**src/rtl/mcs4_clock_gen_pkg.sv**
```systemverilog
// Shared definitions for the MCS-4 two-phase clock generator.
// Holds the clock FSM state encoding and the default phase widths, so the
// generator and the board-level top agree on both.
package mcs4_clock_gen_pkg;

    typedef enum logic [2:0] {
        ST_HALT = 3'd0,
        ST_P1   = 3'd1,
        ST_G12  = 3'd2,
        ST_P2   = 3'd3,
        ST_G21  = 3'd4
    } clk_state_e;

    localparam int DEF_CLK1_W  = 19;
    localparam int DEF_GAP12   = 15;
    localparam int DEF_CLK2_W  = 19;
    localparam int DEF_GAP21   = 15;
    localparam int DEF_POC_PER = 64;

    // A state lasting w cycles is entered with its counter at w-1 and is
    // left on the cycle the counter reads zero.
    function automatic logic [7:0] load_val(input int w);
        return 8'(w - 1);
    endfunction

endpackage

```
**src/rtl/mcs4_clock_gen_poc_stretch.sv**
```systemverilog
// Power-on-clear stretcher: holds poc_pad high after reset until POC_PER
// clock periods have completed, then releases it for good.
// Ports:
//   sysclk      system clock
//   rst_n       asynchronous active-low reset
//   period_end  one-cycle pulse on the last cycle of every clock period
//   poc_pad     power-on clear, active high
module mcs4_clock_gen_poc_stretch
    import mcs4_clock_gen_pkg::*;
#(
    parameter int POC_PER = DEF_POC_PER
) (
    input  logic sysclk,
    input  logic rst_n,
    input  logic period_end,
    output logic poc_pad
);

    localparam logic [15:0] LAST_CNT = 16'(POC_PER - 1);

    logic [15:0] per_cnt;

    always_ff @(posedge sysclk or negedge rst_n) begin
        if (!rst_n) begin
            per_cnt <= 16'd0;
            poc_pad <= 1'b1;
        end else if (poc_pad && period_end) begin
            // The final period_end drops poc_pad on the following cycle;
            // once low it stays low until the next reset.
            if (per_cnt == LAST_CNT) begin
                poc_pad <= 1'b0;
            end else begin
                per_cnt <= per_cnt + 16'd1;
            end
        end
    end

endmodule

```
**src/rtl/mcs4_clock_gen.sv**
```systemverilog
// Two-phase non-overlapping clock generator for the 4004 timing stage, with
// power-on clear and run/halt/single-step debug control. Halting only ever
// happens at an instruction boundary: the end of the period whose phase-2
// saw SYNC high.
//
// state | meaning
// ------+----------------------------------------------------------
// P1    | clk1_pad high for CLK1_W cycles (reset state, counter 0)
// G12   | both clocks low for GAP12 cycles
// P2    | clk2_pad high for CLK2_W cycles; SYNC sampled here
// G21   | both clocks low for GAP21 cycles; boundary decision at end
// HALT  | clocks stopped at an instruction boundary
//
// Ports:
//   sysclk      system clock, all state on its rising edge
//   rst_n       asynchronous active-low reset
//   run         1 = free-run, 0 = halt at the next instruction boundary
//   step_req    rising edge while halted runs one instruction cycle
//   sync_pad    SYNC from the timing generator
//   clk1_pad    phase-1 clock
//   clk2_pad    phase-2 clock
//   poc_pad     power-on clear, active high
//   halted      clocks stopped at an instruction boundary
//   step_ack    one-cycle pulse when a single step completes
//   period_end  one-cycle pulse on the last cycle of every period
module mcs4_clock_gen
    import mcs4_clock_gen_pkg::*;
#(
    parameter int CLK1_W  = DEF_CLK1_W,
    parameter int GAP12   = DEF_GAP12,
    parameter int CLK2_W  = DEF_CLK2_W,
    parameter int GAP21   = DEF_GAP21,
    parameter int POC_PER = DEF_POC_PER
) (
    input  logic sysclk,
    input  logic rst_n,
    input  logic run,
    input  logic step_req,
    input  logic sync_pad,
    output logic clk1_pad,
    output logic clk2_pad,
    output logic poc_pad,
    output logic halted,
    output logic step_ack,
    output logic period_end
);

    clk_state_e state_q, state_nxt;
    logic [7:0] cnt_q, cnt_nxt;
    logic       sync_flag_q;
    logic       stepping_q;
    logic       step_req_q;
    logic       tc;
    logic       step_rise;
    logic       go_halt;
    logic       step_start;

    assign tc        = (cnt_q == 8'd0);
    assign step_rise = step_req & ~step_req_q;

    always_comb begin
        state_nxt  = state_q;
        cnt_nxt    = cnt_q - 8'd1;
        go_halt    = 1'b0;
        step_start = 1'b0;
        unique case (state_q)
            ST_P1: begin
                // P1 with clk1_pad still low only happens on the first edge
                // after reset: start a full-width pulse from here.
                if (!clk1_pad) begin
                    cnt_nxt = load_val(CLK1_W);
                end else if (tc) begin
                    state_nxt = ST_G12;
                    cnt_nxt   = load_val(GAP12);
                end
            end
            ST_G12: begin
                if (tc) begin
                    state_nxt = ST_P2;
                    cnt_nxt   = load_val(CLK2_W);
                end
            end
            ST_P2: begin
                if (tc) begin
                    state_nxt = ST_G21;
                    cnt_nxt   = load_val(GAP21);
                end
            end
            ST_G21: begin
                if (tc) begin
                    if (!poc_pad && sync_flag_q && !run) begin
                        state_nxt = ST_HALT;
                        cnt_nxt   = 8'd0;
                        go_halt   = 1'b1;
                    end else begin
                        state_nxt = ST_P1;
                        cnt_nxt   = load_val(CLK1_W);
                    end
                end
            end
            ST_HALT: begin
                cnt_nxt = cnt_q;
                // run wins over a simultaneous step request
                if (run) begin
                    state_nxt = ST_P1;
                    cnt_nxt   = load_val(CLK1_W);
                end else if (step_rise) begin
                    state_nxt  = ST_P1;
                    cnt_nxt    = load_val(CLK1_W);
                    step_start = 1'b1;
                end
            end
            default: begin
                state_nxt = ST_P1;
                cnt_nxt   = 8'd0;
            end
        endcase
    end

    always_ff @(posedge sysclk or negedge rst_n) begin
        if (!rst_n) begin
            state_q     <= ST_P1;
            cnt_q       <= 8'd0;
            sync_flag_q <= 1'b0;
            stepping_q  <= 1'b0;
            step_req_q  <= 1'b0;
            clk1_pad    <= 1'b0;
            clk2_pad    <= 1'b0;
            halted      <= 1'b0;
            step_ack    <= 1'b0;
            period_end  <= 1'b0;
        end else begin
            state_q    <= state_nxt;
            cnt_q      <= cnt_nxt;
            step_req_q <= step_req;
            // Both clocks decode from the one next-state value, so they can
            // never be high together.
            clk1_pad   <= (state_nxt == ST_P1);
            clk2_pad   <= (state_nxt == ST_P2);
            halted     <= (state_nxt == ST_HALT);
            period_end <= (state_nxt == ST_G21) && (cnt_nxt == 8'd0);
            step_ack   <= go_halt && stepping_q;

            if ((state_q == ST_G21) && tc) begin
                sync_flag_q <= 1'b0;
            end else if ((state_q == ST_P2) && sync_pad) begin
                sync_flag_q <= 1'b1;
            end

            // run=1 at any time turns a pending step back into free-running
            if (run || go_halt) begin
                stepping_q <= 1'b0;
            end else if (step_start) begin
                stepping_q <= 1'b1;
            end
        end
    end

    mcs4_clock_gen_poc_stretch #(
        .POC_PER(POC_PER)
    ) u_poc_stretch (
        .sysclk    (sysclk),
        .rst_n     (rst_n),
        .period_end(period_end),
        .poc_pad   (poc_pad)
    );

endmodule
```
**config.mk**
```make
export PLATFORM = sky130hd
export DESIGN_NAME = mcs4_clock_gen
export DESIGN_NICKNAME = d
export VERILOG_FILES = /design/src/rtl/mcs4_clock_gen_pkg.sv /design/src/rtl/mcs4_clock_gen_poc_stretch.sv /design/src/rtl/mcs4_clock_gen.sv
export SDC_FILE = /design/constraint.sdc
export NUM_CORES = 1
export LEC_CHECK = 0
export ABC_AREA = 1
export CELL_PAD_IN_SITES_DETAIL_PLACEMENT = 1
export CELL_PAD_IN_SITES_GLOBAL_PLACEMENT = 1
export CORE_AREA = 2 2 69 71
export CTS_BUF_LIST = sky130_fd_sc_hd__clkbuf_4 sky130_fd_sc_hd__clkbuf_8
export DETAILED_ROUTE_END_ITERATION = 8
export DIE_AREA = 0 0 71 73
export DONT_BUFFER_PORTS = 1
export PLACE_DENSITY_LB_ADDON = 0.25
export SYNTH_ARGS = -nofsm -noshare
export SYNTH_HDL_FRONTEND = slang
export SYNTH_HIERARCHICAL = 1
export SYNTH_SLANG_ARGS = --single-unit
```
**constraint.sdc**
```tcl
create_clock -name sysclk -period 5.24 [get_ports sysclk]
set_clock_uncertainty 0.15 [all_clocks]
set_input_delay 1.31 -clock sysclk [delete_from_list [all_inputs] [get_ports sysclk]]
set_output_delay 1.31 -clock sysclk [all_outputs]
set_load 0.02 [all_outputs]
```
**Word level (Yosys, flattened, before mapping)**

Index checks and enable logic that the tools add are counted.

- Output and inout bits: 6
- Logic and storage cells: 70
- Register bits after elaboration: 36

- Add/subtract/negate cells: 2
- Equal/unequal tests: 8
- Bitwise gates (word level): 3
- Reductions and logical operators: 18
- Multiplexer cells: 27

Operator list:

| cell | number |
|---|---|
| $mux W8 | 6 |
| $pmux W8 S5 | 1 |
| $mux W3 | 7 |
| $add A16 B1 Y16 const B | 1 |
| $eq A16 B6 Y1 const B | 1 |
| $logic_not A8 Y1 | 2 |
| $pmux W3 S5 | 1 |
| $mux W1 | 11 |
| $eq A3 B2 Y1 const B | 3 |
| $sub A8 B1 Y8 const B | 1 |
| $logic_and A1 B1 Y1 | 7 |
| $eq A3 B1 Y1 const B | 2 |
| $eq A3 B3 Y1 const B | 2 |
| $logic_not A3 Y1 | 2 |
| $mux W5 | 1 |
| $reduce_and A2 Y1 | 2 |
| $reduce_bool A2 Y1 | 2 |
| $logic_not A1 Y1 | 2 |
| $not A1 Y1 | 2 |
| $and A1 B1 Y1 | 1 |
| $logic_or A1 B1 Y1 | 1 |

**Depth between registers and ports, before layout**

Gate-level depths: netlist (run 1).

- Word-level depth: 8
- Gate-level depth with buffers: 13

**By module**

Netlist (run 1), hierarchy kept.

By module, submodules not included:

| module | cells an instance | seq. area each (µm²) | area each (µm²) | instances |
|---|---|---|---|---|
| mcs4_clock_gen | 159 | 476.7 | 1,154.9 | 1 |
| mcs4_clock_gen_poc_stretch | 153 | 426.7 | 1,067.3 | 1 |

**Worst setup path after synthesis (run 1)**

No wires, ideal clock.

- Kind: input to register
- Start: input port run
- End: register period_end
- Slack: 2.942 ns
- Library setup time: 0.071 ns
- Data required time: 5.019 ns
- Cell stages on the path: 9
- Arrival time: 2.076 ns
- Buffers on the path: 0
- Cell sequence: nor3_1 nand2_1 nand2_1 nand2_1 o21ai_2 nand2_4 nor2_2 nand2_1 nor2_1

- Word-level cells in the longest chain between the ends: 7

RTL lines:

| element | line | source |
|---|---|---|
| start: declaration | mcs4_clock_gen.sv:37 | `input logic run,` |
| $logic_not A1 Y1 | mcs4_clock_gen.sv:91 | `if (!poc_pad && sync_flag_q && !run) begin` |
| $logic_and A1 B1 Y1 | mcs4_clock_gen.sv:91 |  |
| $mux W1 | mcs4_clock_gen.sv:91 |  |
| $mux W3 | mcs4_clock_gen.sv:90 | `if (tc) begin` |
| $pmux W3 S5 (*) | mcs4_clock_gen.sv:66 | `unique case (state_q)` |
| named net state_nxt[0] | mcs4_clock_gen.sv:48 | `clk_state_e state_q, state_nxt;` |
| $eq A3 B3 Y1 (*) | mcs4_clock_gen.sv:141 | `period_end <= (state_nxt == ST_G21) && (cnt_nxt == 8'd0);` |
| $logic_and A1 B1 Y1 (*) | mcs4_clock_gen.sv:141 |  |
| end signal: assignment | mcs4_clock_gen.sv:141 |  |
| end: declaration | mcs4_clock_gen.sv:45 | `output logic period_end` |

Mark *: on every way through the listed nets, which the timed path passes. The rest lies on a longest branch.
A chain may end at the register's enable or synchronous reset.

**Worst setup path in the final report (run 1)**

- Start: register u_poc_stretch.poc_pad
- End: output port poc_pad

RTL lines:

| element | line | source |
|---|---|---|
| start: declaration | mcs4_clock_gen_poc_stretch.sv:16 | `output logic poc_pad` |
| start signal: assignment | mcs4_clock_gen_poc_stretch.sv:26 | `poc_pad <= 1'b1;` |
| start signal: assignment | mcs4_clock_gen_poc_stretch.sv:31 | `poc_pad <= 1'b0;` |
| end: declaration | mcs4_clock_gen.sv:42 | `output logic poc_pad,` |

No word-level cell between the ends.

==> results of run 1 <==
==> layout make-up <==
cell class / instances / area, um^2 / share of cell area [%]
clock buffers: 7 / 83.8 / 3.56
clock inverters: 1 / 5.00 / 0.212
inverters: 41 / 156 / 6.64
multi-input cells: 233 / 1140 / 48.4
flip-flops and latches: 36 / 903 / 38.3
well taps: 54 / 67.6 / 2.87
==> worst min-delay path, stage by stage, from the launching register on <==
cell and delay, ps:
dfrtp_1 330, inv_1 50, nor2_1 80
==> report_power, final <==
group	switching (uW)	total [uW]	internal [uW]
sequential	0.140	278	278
clock	97.8	202	104
combinational	1.30	1.71	0.408
total	99.3	482	382
==> metal layers <==
| layer | part of all wire [%] | global-route usage [%] | vias up |
|---|---|---|---|
| li1 | - | - | 981 |
| met1 | 47 | 32.2 | 953 |
| met2 | 47 | 39.1 | 40 |
| met3 | 4.0 | 6.49 | 11 |
| met4 | 1.9 | 7.55 | 0 |
| met5 | 0 | 0 | - |
==> through the flow <==
| stage | instances | utilization, % | instance area, um^2 | setup WS [ps] |
|---|---|---|---|---|
| after floorplan | 312 | - | 2220 | 2940 |
| after global placement | 364 | 50.0 | 2270 | 2840 |
| after detailed placement | 364 | 50.0 | 2270 | 2820 |
| after CTS | 372 | 51.9 | 2360 | 2840 |
| after global routing | 372 | 51.9 | 2360 | 2810 |
| final | 372 | 51.9 | 2360 | 2850 |
==> how the worst max path moves through the flow <==
stage	end	startpoint
4_1_cts	poc_pad	u_poc_stretch/poc_pad
5_1_grt	poc_pad	u_poc_stretch/poc_pad
3_5_place_dp	period_end	run
3_3_place_gp	period_end	run
6_report	poc_pad	u_poc_stretch/poc_pad
2_1_floorplan	period_end	run
==> flip-flops by register name (all words and copies together) (netlist names) <==
signal                 flops
clk1_pad                   1
clk2_pad                   1
cnt_q                      8
halted                     1
period_end                 1
state_q                    3
step_ack                   1
step_req_q                 1
stepping_q                 1
sync_flag_q                1
u_poc_stretch/per_cnt     16
u_poc_stretch/poc_pad      1
==> synthesized netlist by cell type <==
| library cell | number |
|---|---|
| a21oi_1 | 6 |
| o22ai_1 | 1 |
| buf_6 | 2 |
| nand3_2 | 4 |
| o21ai_2 | 4 |
| or2_2 | 1 |
| xor2_1 | 6 |
| dfstp_2 | 2 |
| o21ai_1 | 2 |
| dfrtp_1 | 34 |
| nor2_2 | 7 |
| ha_1 | 3 |
| xnor2_1 | 2 |
| a21oi_2 | 1 |
| o21bai_1 | 1 |
| o21ai_0 | 6 |
| nand4_1 | 4 |
| clkinv_1 | 1 |
| nand3_1 | 28 |
| inv_4 | 1 |
| nand2_2 | 5 |
| nor2_1 | 39 |
| nand2_1 | 102 |
| nand3b_1 | 1 |
| inv_1 | 39 |
| nand2_4 | 2 |
| nor3_1 | 5 |
| nor2_4 | 3 |
==> kinds of logic (layout without fill, tap and decap cells) <==
group	after synthesis	count (layout)	synth area share, %
fa+ha+maj	3	3	1.69
buf+inv	43	49	8.05
flops	36	36	40.7
simple gates	201	201	40.7
compound gates	21	21	5.74
xor+xnor	8	8	3.15
==> reports/results.ini, run 1 <==
[run_status]
status = finished, final reports clean

[finish]
fillCellCount = 589
final_cell_mix = nand2_1, nor2_1, inv_1, dfrtp_1, nand3_1
final_common_cell = nand2_1
insertedDiodeCount = 0
drive_gt1_share_pct = 11.9
nets = 325
area_delta_synth_final_pct = 6.02

[floorplan]
core_um2 = 4540
row_count = 25
die-area_um2 = 5180
design.portCount = 11
die_h_um = 73
die_x_um = 71
initial_utilization_pct = 49.0

[worst_setup_path]
required_ps = 3780
r2r-start = cnt_q[0]
endpoint_kind = primary output
startpoint_type = flop
crit_type = flop to primary output
arrival_ps = 930
r2r_setup_slack_ps = 3160
cp_max_fo = 4
r2r_end = period_end
path_depth = 0
reg2reg_depth = 12

[clocking]
cts_root_buffer = clkbuf_8
clkLatencyLatePin_ps = 290
htree_levels = 2
tritoncts = built
holdBufCountCts = 0
cts_buffer_depth = 2
cts.sinks = 36
cts_setup_buffers = 0
cts_buffers = 5
cts.clk_slew.worst_paths_ps = 70
ctsResizeCount = 0

[synthesis]
syn_area_per_cell_um2 = 7.12
ys_seq_area_share_pct = 40.7
netlist_area_um2 = 2220
yosys_warnings = 6
synthesis.instances = 312
synth-seq-cells = 36
yosysUniqueCellTypes = 28
synth.top_cell.area_share_pct = 38.3
synthTopCellsByArea = dfrtp_1, nand2_1, inv_1, nor2_1, nand3_1
yosys.area.top_type = dfrtp_1
synth.net_count = 320

[run]
drv_cap = 0

[routing]
ant_nets = 0
drtIter0Drc = 85
viasPerCell = 5.34
route.detailed.drc = 0
dr.pass1.iters = 4
routedWlPerCell_um = 14.8
num_vias = 1985
drt-total-wl_um = 5500

[sta]
final_hold_viol_count = 0
rsz0062_at_grt = false
min_period_over_period_pct = 45.5
final.setup.tns_ps = 0
relSlewSlack_pct = 62.7
slew_viol_final = 0
worst_pin_slew_ps = 556
whs_ps = 348
period_needed_ps = 2390
setup_viol = 0
fmax_mhz = 419

[power]
power_density_nw_per_um2 = 204
p_leak_uw = 0.00117
fin_total_pwr_uw = 482
irDropWorstVdd_mv = 0.137

[worst_hold_path]
hold_end = step_ack
hp-class = flop to flop
hold_depth = 2
min-delay-start = stepping_q

[grt]
grt_overflow_total = 0
antenna_found_initial = 0
grt_pass1_wl_um = 9830
grt_util_all_layers_pct = 24.3
grt_start_max_net_pins = 37
grt_pass1_vias = 2095

[placed_design]
gpl.final_weighted_congestion = 0.864
port_buffers = 0
dp_hpwl_um = 4170

(Power assumes the default switching activity.)
==> run 2: changes to the inputs <==
Settings changed: CORE_AREA 2 2 69 71 to 2 2 72 74, DIE_AREA 0 0 71 73 to 0 0 74 76.
Clock period 5.24 ns to 2.5 ns, I/O delays scaled along.
==> reports/results.ini, run 2 (synthesis gave the netlist of run 1 again) <==
[floorplan]
design.portCount = 11
die-area_um2 = 5620
core_um2 = 4910
row_count = 26
initial_utilization_pct = 45.2
die_h_um = 76
die_x_um = 74

[routing]
drt-total-wl_um = 5570
num_vias = 1968
route.detailed.drc = 0
ant_nets = 0
dr.pass1.iters = 6
viasPerCell = 5.06
routedWlPerCell_um = 14.3
drtIter0Drc = 92

[worst_setup_path]
reg2reg_depth = 12
crit_type = flop to flop
arrival_ps = 2120
endpoint_kind = flop
r2r-start = cnt_q[0]
required_ps = 2570
cp_max_fo = 11
path_delay_family = simple AND/OR/NAND/NOR gates
r2r_end = period_end
max_stage_delay_ps = 380
critPathMostFrequentCell = nand2_1
crit_buf_inv = 1
worstPathCellList = inv_1 > ha_1 > nand2_1 > nor2_1 > nand2_2 > nand2_1 > nand2_1 > a21oi_2 > nand2_4 > nor2_2 > nand2_1 > nor2_1
r2r_setup_slack_ps = 450
startpoint_type = flop
cp_slowest_cell = dfrtp_1

[power]
p_leak_uw = 0.00121
fin_total_pwr_uw = 1320
irDropWorstVdd_mv = 0.312
power_density_nw_per_um2 = 536

[finish]
top_register = u_poc_stretch/per_cnt
drive_gt1_share_pct = 12.2
largest_registers = u_poc_stretch/per_cnt (16), cnt_q (8), state_q (3)
final_cells = 389
final_cell_mix = nand2_1, nor2_1, inv_1, dfrtp_1, nand3_1
stdcell_area_um2 = 2470
insertedDiodeCount = 0
area_delta_synth_final_pct = 11.0
nets = 326
final_common_cell = nand2_1
largest_reg_flops = 16

[placed_design]
dp.cells = 380
gpl.final_weighted_congestion = 0.829
postPlaceCellArea_um2 = 2290
port_buffers = 0
dp_hpwl_um = 4090

[grt]
grt_start_max_net_pins = 35
grt_util_all_layers_pct = 23.0
grt_pass1_vias = 2079
grt_overflow_total = 0
grt_pass1_wl_um = 10100
antenna_found_initial = 0

[clocking]
clkLatencyLatePin_ps = 290
htree_levels = 2
tritoncts = built
cts_setup_buffers = 0
cts.sinks = 36
cts_root_buffer = clkbuf_8
cts_buffer_depth = 2
ctsResizeCount = 0
cts.clk_slew.worst_paths_ps = 80
cts_buffers = 5

[run]
drv_cap = 0

[sta]
worst_pin_slew_ps = 498
min_period_over_period_pct = 82.0
final_hold_viol_count = 0
period_needed_ps = 2050
rsz0062_at_grt = false
setup_viol = 0
whs_ps = 7.29
final.setup.tns_ps = 0
relSlewSlack_pct = 66.5
slew_viol_final = 0
fmax_mhz = 488

[run_status]
status = finished, final reports clean

[worst_hold_path]
hp-class = input port to asynchronous set/reset pin

## run 2: through the flow
| stage | utilization (%) | setup slack [ps] |
|---|---|---|
| 6_report | 50.2 | 450 |
| 5_1_grt | 50.2 | 279 |
| 4_1_cts | 50.2 | 466 |
| 3_5_place_dp | 46.6 | 513 |
| 3_3_place_gp | 46.6 | 584 |
| 2_1_floorplan | - | 809 |
## run 2: what timing repair did
| item | 4_1_cts | 5_1_grt |
|---|---|---|
| hold endpoints to repair | 34 | 0 |
| endpoints found under the setup margin | 0 | 0 |
| hold buffers | 1 | 0 |
## run 2: area by class of cell
type	instances	area (um^2)
fill	642	2450
multi-input combinational	233	1140
sequential	36	903
inverter	41	156
clock inverter	3	90.1
tap	70	87.6
clock buffer	5	68.8
timing repair buffer	1	20.0
## run 2: per-layer routing
metal	up-vias	wire, um	track usage [%]
li1	987	-	-
met1	941	2740	33.4
met2	34	2530	34.7
met3	6	244	4.63
met4	0	60	6.36
met5	-	0	0
## run 2: worst max-delay path by stage
stage	startpoint	endpoint	slack, ps	depth (start not counted)
2_1_floorplan	cnt_q[0]	period_end	810	13
6_report	cnt_q[0]	period_end	450	12
5_1_grt	cnt_q[0]	period_end	280	12
4_1_cts	cnt_q[0]	period_end	470	12
3_3_place_gp	cnt_q[0]	period_end	580	12
3_5_place_dp	cnt_q[0]	period_end	510	12
## run 2: report_power, final
| group | switching (uW) | internal (uW) | total (uW) | leakage, uW |
|---|---|---|---|---|
| Combinational | 13.4 | 4.18 | 17.6 | 0.000669 |
| Sequential | 0.225 | 583 | 583 | 0.000463 |
| Clock | 221 | 499 | 720 | 0.0000784 |
==> variant: new RTL, settings of run 2 <==
Reset style: synchronous (`rst_n`), changed in 2 clocked blocks. Comments in the files are not updated.
--- a/src/rtl/mcs4_clock_gen_poc_stretch.sv
+++ b/src/rtl/mcs4_clock_gen_poc_stretch.sv
@@ -20,7 +20,7 @@
 
     logic [15:0] per_cnt;
 
-    always_ff @(posedge sysclk or negedge rst_n) begin
+    always_ff @(posedge sysclk) begin
         if (!rst_n) begin
             per_cnt <= 16'd0;
             poc_pad <= 1'b1;
--- a/src/rtl/mcs4_clock_gen.sv
+++ b/src/rtl/mcs4_clock_gen.sv
@@ -117,7 +117,7 @@
         endcase
     end
 
-    always_ff @(posedge sysclk or negedge rst_n) begin
+    always_ff @(posedge sysclk) begin
         if (!rst_n) begin
             state_q     <= ST_P1;
             cnt_q       <= 8'd0;
Behaviour: differs if rst_n is asserted again (counterexample within 4 cycles, from zero or initial values and one cycle with rst_n low); with rst_n held inactive, the same outputs for 10 cycles.
==> variant against run 2 <==
Global-route usage decreased by 2.1 points; maximum frequency down 0.43%; sequential cell count stayed put; cell count increased by 3.1%; routed wire length decreased by 1.5%; area after synthesis is 6.3% lower; non-clock buffer count down 1; design area shrank 8.6%; worst setup slack got worse by 0.0088 ns.
Power is not compared: it rests on default switching activity, and its combinational part moved more than twofold at a synthesized area within 25%.
==> variant: results (changes against run 2) <==
Run status
  • Status: finished clean (unchanged)

Global routing
  • Pin count of the biggest net entering global routing: 18 (was 35)
  • GRT Total Usage: 0.2092 (was 0.2301)
  • First-pass GRT wire length: 9101 um (was 10,060 um)
  • Vias in the first global route: 1,993 (was 2,079)

Routing
  • Via-to-Cell Ratio: 5.035 (was 5.059)
  • Routed wire length: 5483 um (was 5568 um)
  • Initial drt markers: 71 (was 92)
  • Detail Route Antenna Nets: 0 (unchanged)
  • DRT Pass-1 Iters: 4 (was 6)

Clock network
  • Root buffer cell: clkbuf_8 (unchanged)
  • Skew-Pair Late Insertion Delay: 0.29 ns (about the same)
  • Hold buffer count at CTS: 0 (was 1)
  • H-tree depth: 2 (unchanged)
  • CTS Buf Count: 5 (unchanged)
  • Worst-path clk slew: 0.07 ns

Power and ir drop
  • Leak pwr: 1.010 nW
  • Switching power share of the total: 0.4473
  • Logic power comb: 1.04 mW
  • Maximum VDD drop: 0.0005642 V

Logic synthesis
  • Adder-cell share of the synthesized area: 0.01803 (was 0.01689)
  • Seq/Total Area, Yosys: 0.3462 (was 0.4065)
  • Post-synthesis xor/xnor area fraction: 0.02103 (was 0.03153)
  • Predominant post-synthesis flop cell: dfxtp_1 (was dfrtp_1)
  • Compound-Gate Fraction of Synth Area: 0.09014 (was 0.05743)
  • Post-synth top area share: 0.3462 (was 0.3829)
  • Post-synth net total: 334 (was 320)
  • Post-synth ARST share: 0 (was 1.000)
  • Post-synthesis mux area share: 0 (unchanged)
  • Synth cell count leaders: nand2_1 (88), nor2_1 (58), dfxtp_1 (36) (was nand2_1 (102), inv_1 (39), nor2_1 (39))
  • Synth area leaders: dfxtp_1 (35%), nand2_1 (16%), nor2_1 (10%) (was dfrtp_1 (38%), nand2_1 (17%), inv_1 (6.6%))
  • Cell variety after synth: 31 (was 28)

STA
  • Slew @ Worst Pin: 0.3857 ns (was 0.4983 ns)
  • Fin Setup TNS: 0 ns (unchanged)
  • Final setup margin: 0.4411 ns (was 0.4499 ns)

Place
  • RD Place Congestion: 0.8667 (was 0.8289)
  • Hpwl dp: 4313 um (was 4089 um)
  • DP Worst Slack: 0.4748 ns (was 0.5127 ns)

Finish
  • Layout cells sized above 1: 0.1027 (was 0.1223)
  • Fillers: 676 (was 642)
  • Layout Nets: 338 (was 326)
  • N_diodes: 0 (unchanged)

Worst hold path
  • Hold crit path type: in -> reg (was in -> async)

Setup path
  • Critical path arrival: 2.14 ns (was 2.12 ns)
  • Slowest CP cell: dfxtp_1 (was dfrtp_1)
  • Critical-path maximum fanout: 12 (was 11)
variant: final timing paths:
kind / startpoint / to / slack (ns) / cells after the start
setup / recovery: cnt_q[0] / period_end / 0.44 / 11
hold / removal: rst_n / state_q[0] / 0.26 / 1
setup reg to reg: cnt_q[0] / period_end / 0.44 / 11
hold reg to reg: sync_flag_q / sync_flag_q / 0.32 / 2
variant: worst reg2reg max path, delay by kind of cell (launching register included):
kind / cells / cell delay [ns]
buffers and inverters: 2 / 0.21
AND/OR/NAND/NOR: 7 / 0.75
flip-flops: 1 / 0.38
AO/OA/AOI/OAI: 1 / 0.31
adder cells (fa/ha/maj): 1 / 0.21
variant: stage by stage:
step / area [um^2] / util / instances / total power [mW]
2_1_floorplan: 2082 / - / 326 / 1.607
3_3_place_gp: 2143 / 0.4363 / 393 / 1.810
3_5_place_dp: 2143 / 0.4363 / 393 / 1.829
4_1_cts: 2255 / 0.4590 / 401 / 2.366
5_1_grt: 2255 / 0.4590 / 401 / 2.539
6_report: 2255 / 0.4590 / 401 / 2.341
variant: layer usage:
metal  wire (um)  global-route usage  share of wire  up-vias
met4          93             0.06909          0.017        0
met1        2429              0.2416           0.44      958
met3         105             0.04497          0.019        8
li1            -                   -              -     1040
met5           0                   0              0        -
met2        2855              0.3723           0.52       13
variant: logic make-up after synthesis:
logic type,after synthesis
fa+ha+maj,3
buf+inv,43
simple gates,205
compound gates,34
xor+xnor,5
flops,36
variant: layout make-up:
class / count / area (um^2) / area share
Clock buffer: 6 / 76.32 / 0.03385
Sequential cell: 36 / 720.7 / 0.3196
Inverter: 40 / 152.6 / 0.06770
Clock inverter: 2 / 35.03 / 0.01554
Multi-Input combinational cell: 247 / 1182 / 0.5244
Tap cell: 70 / 87.58 / 0.03885
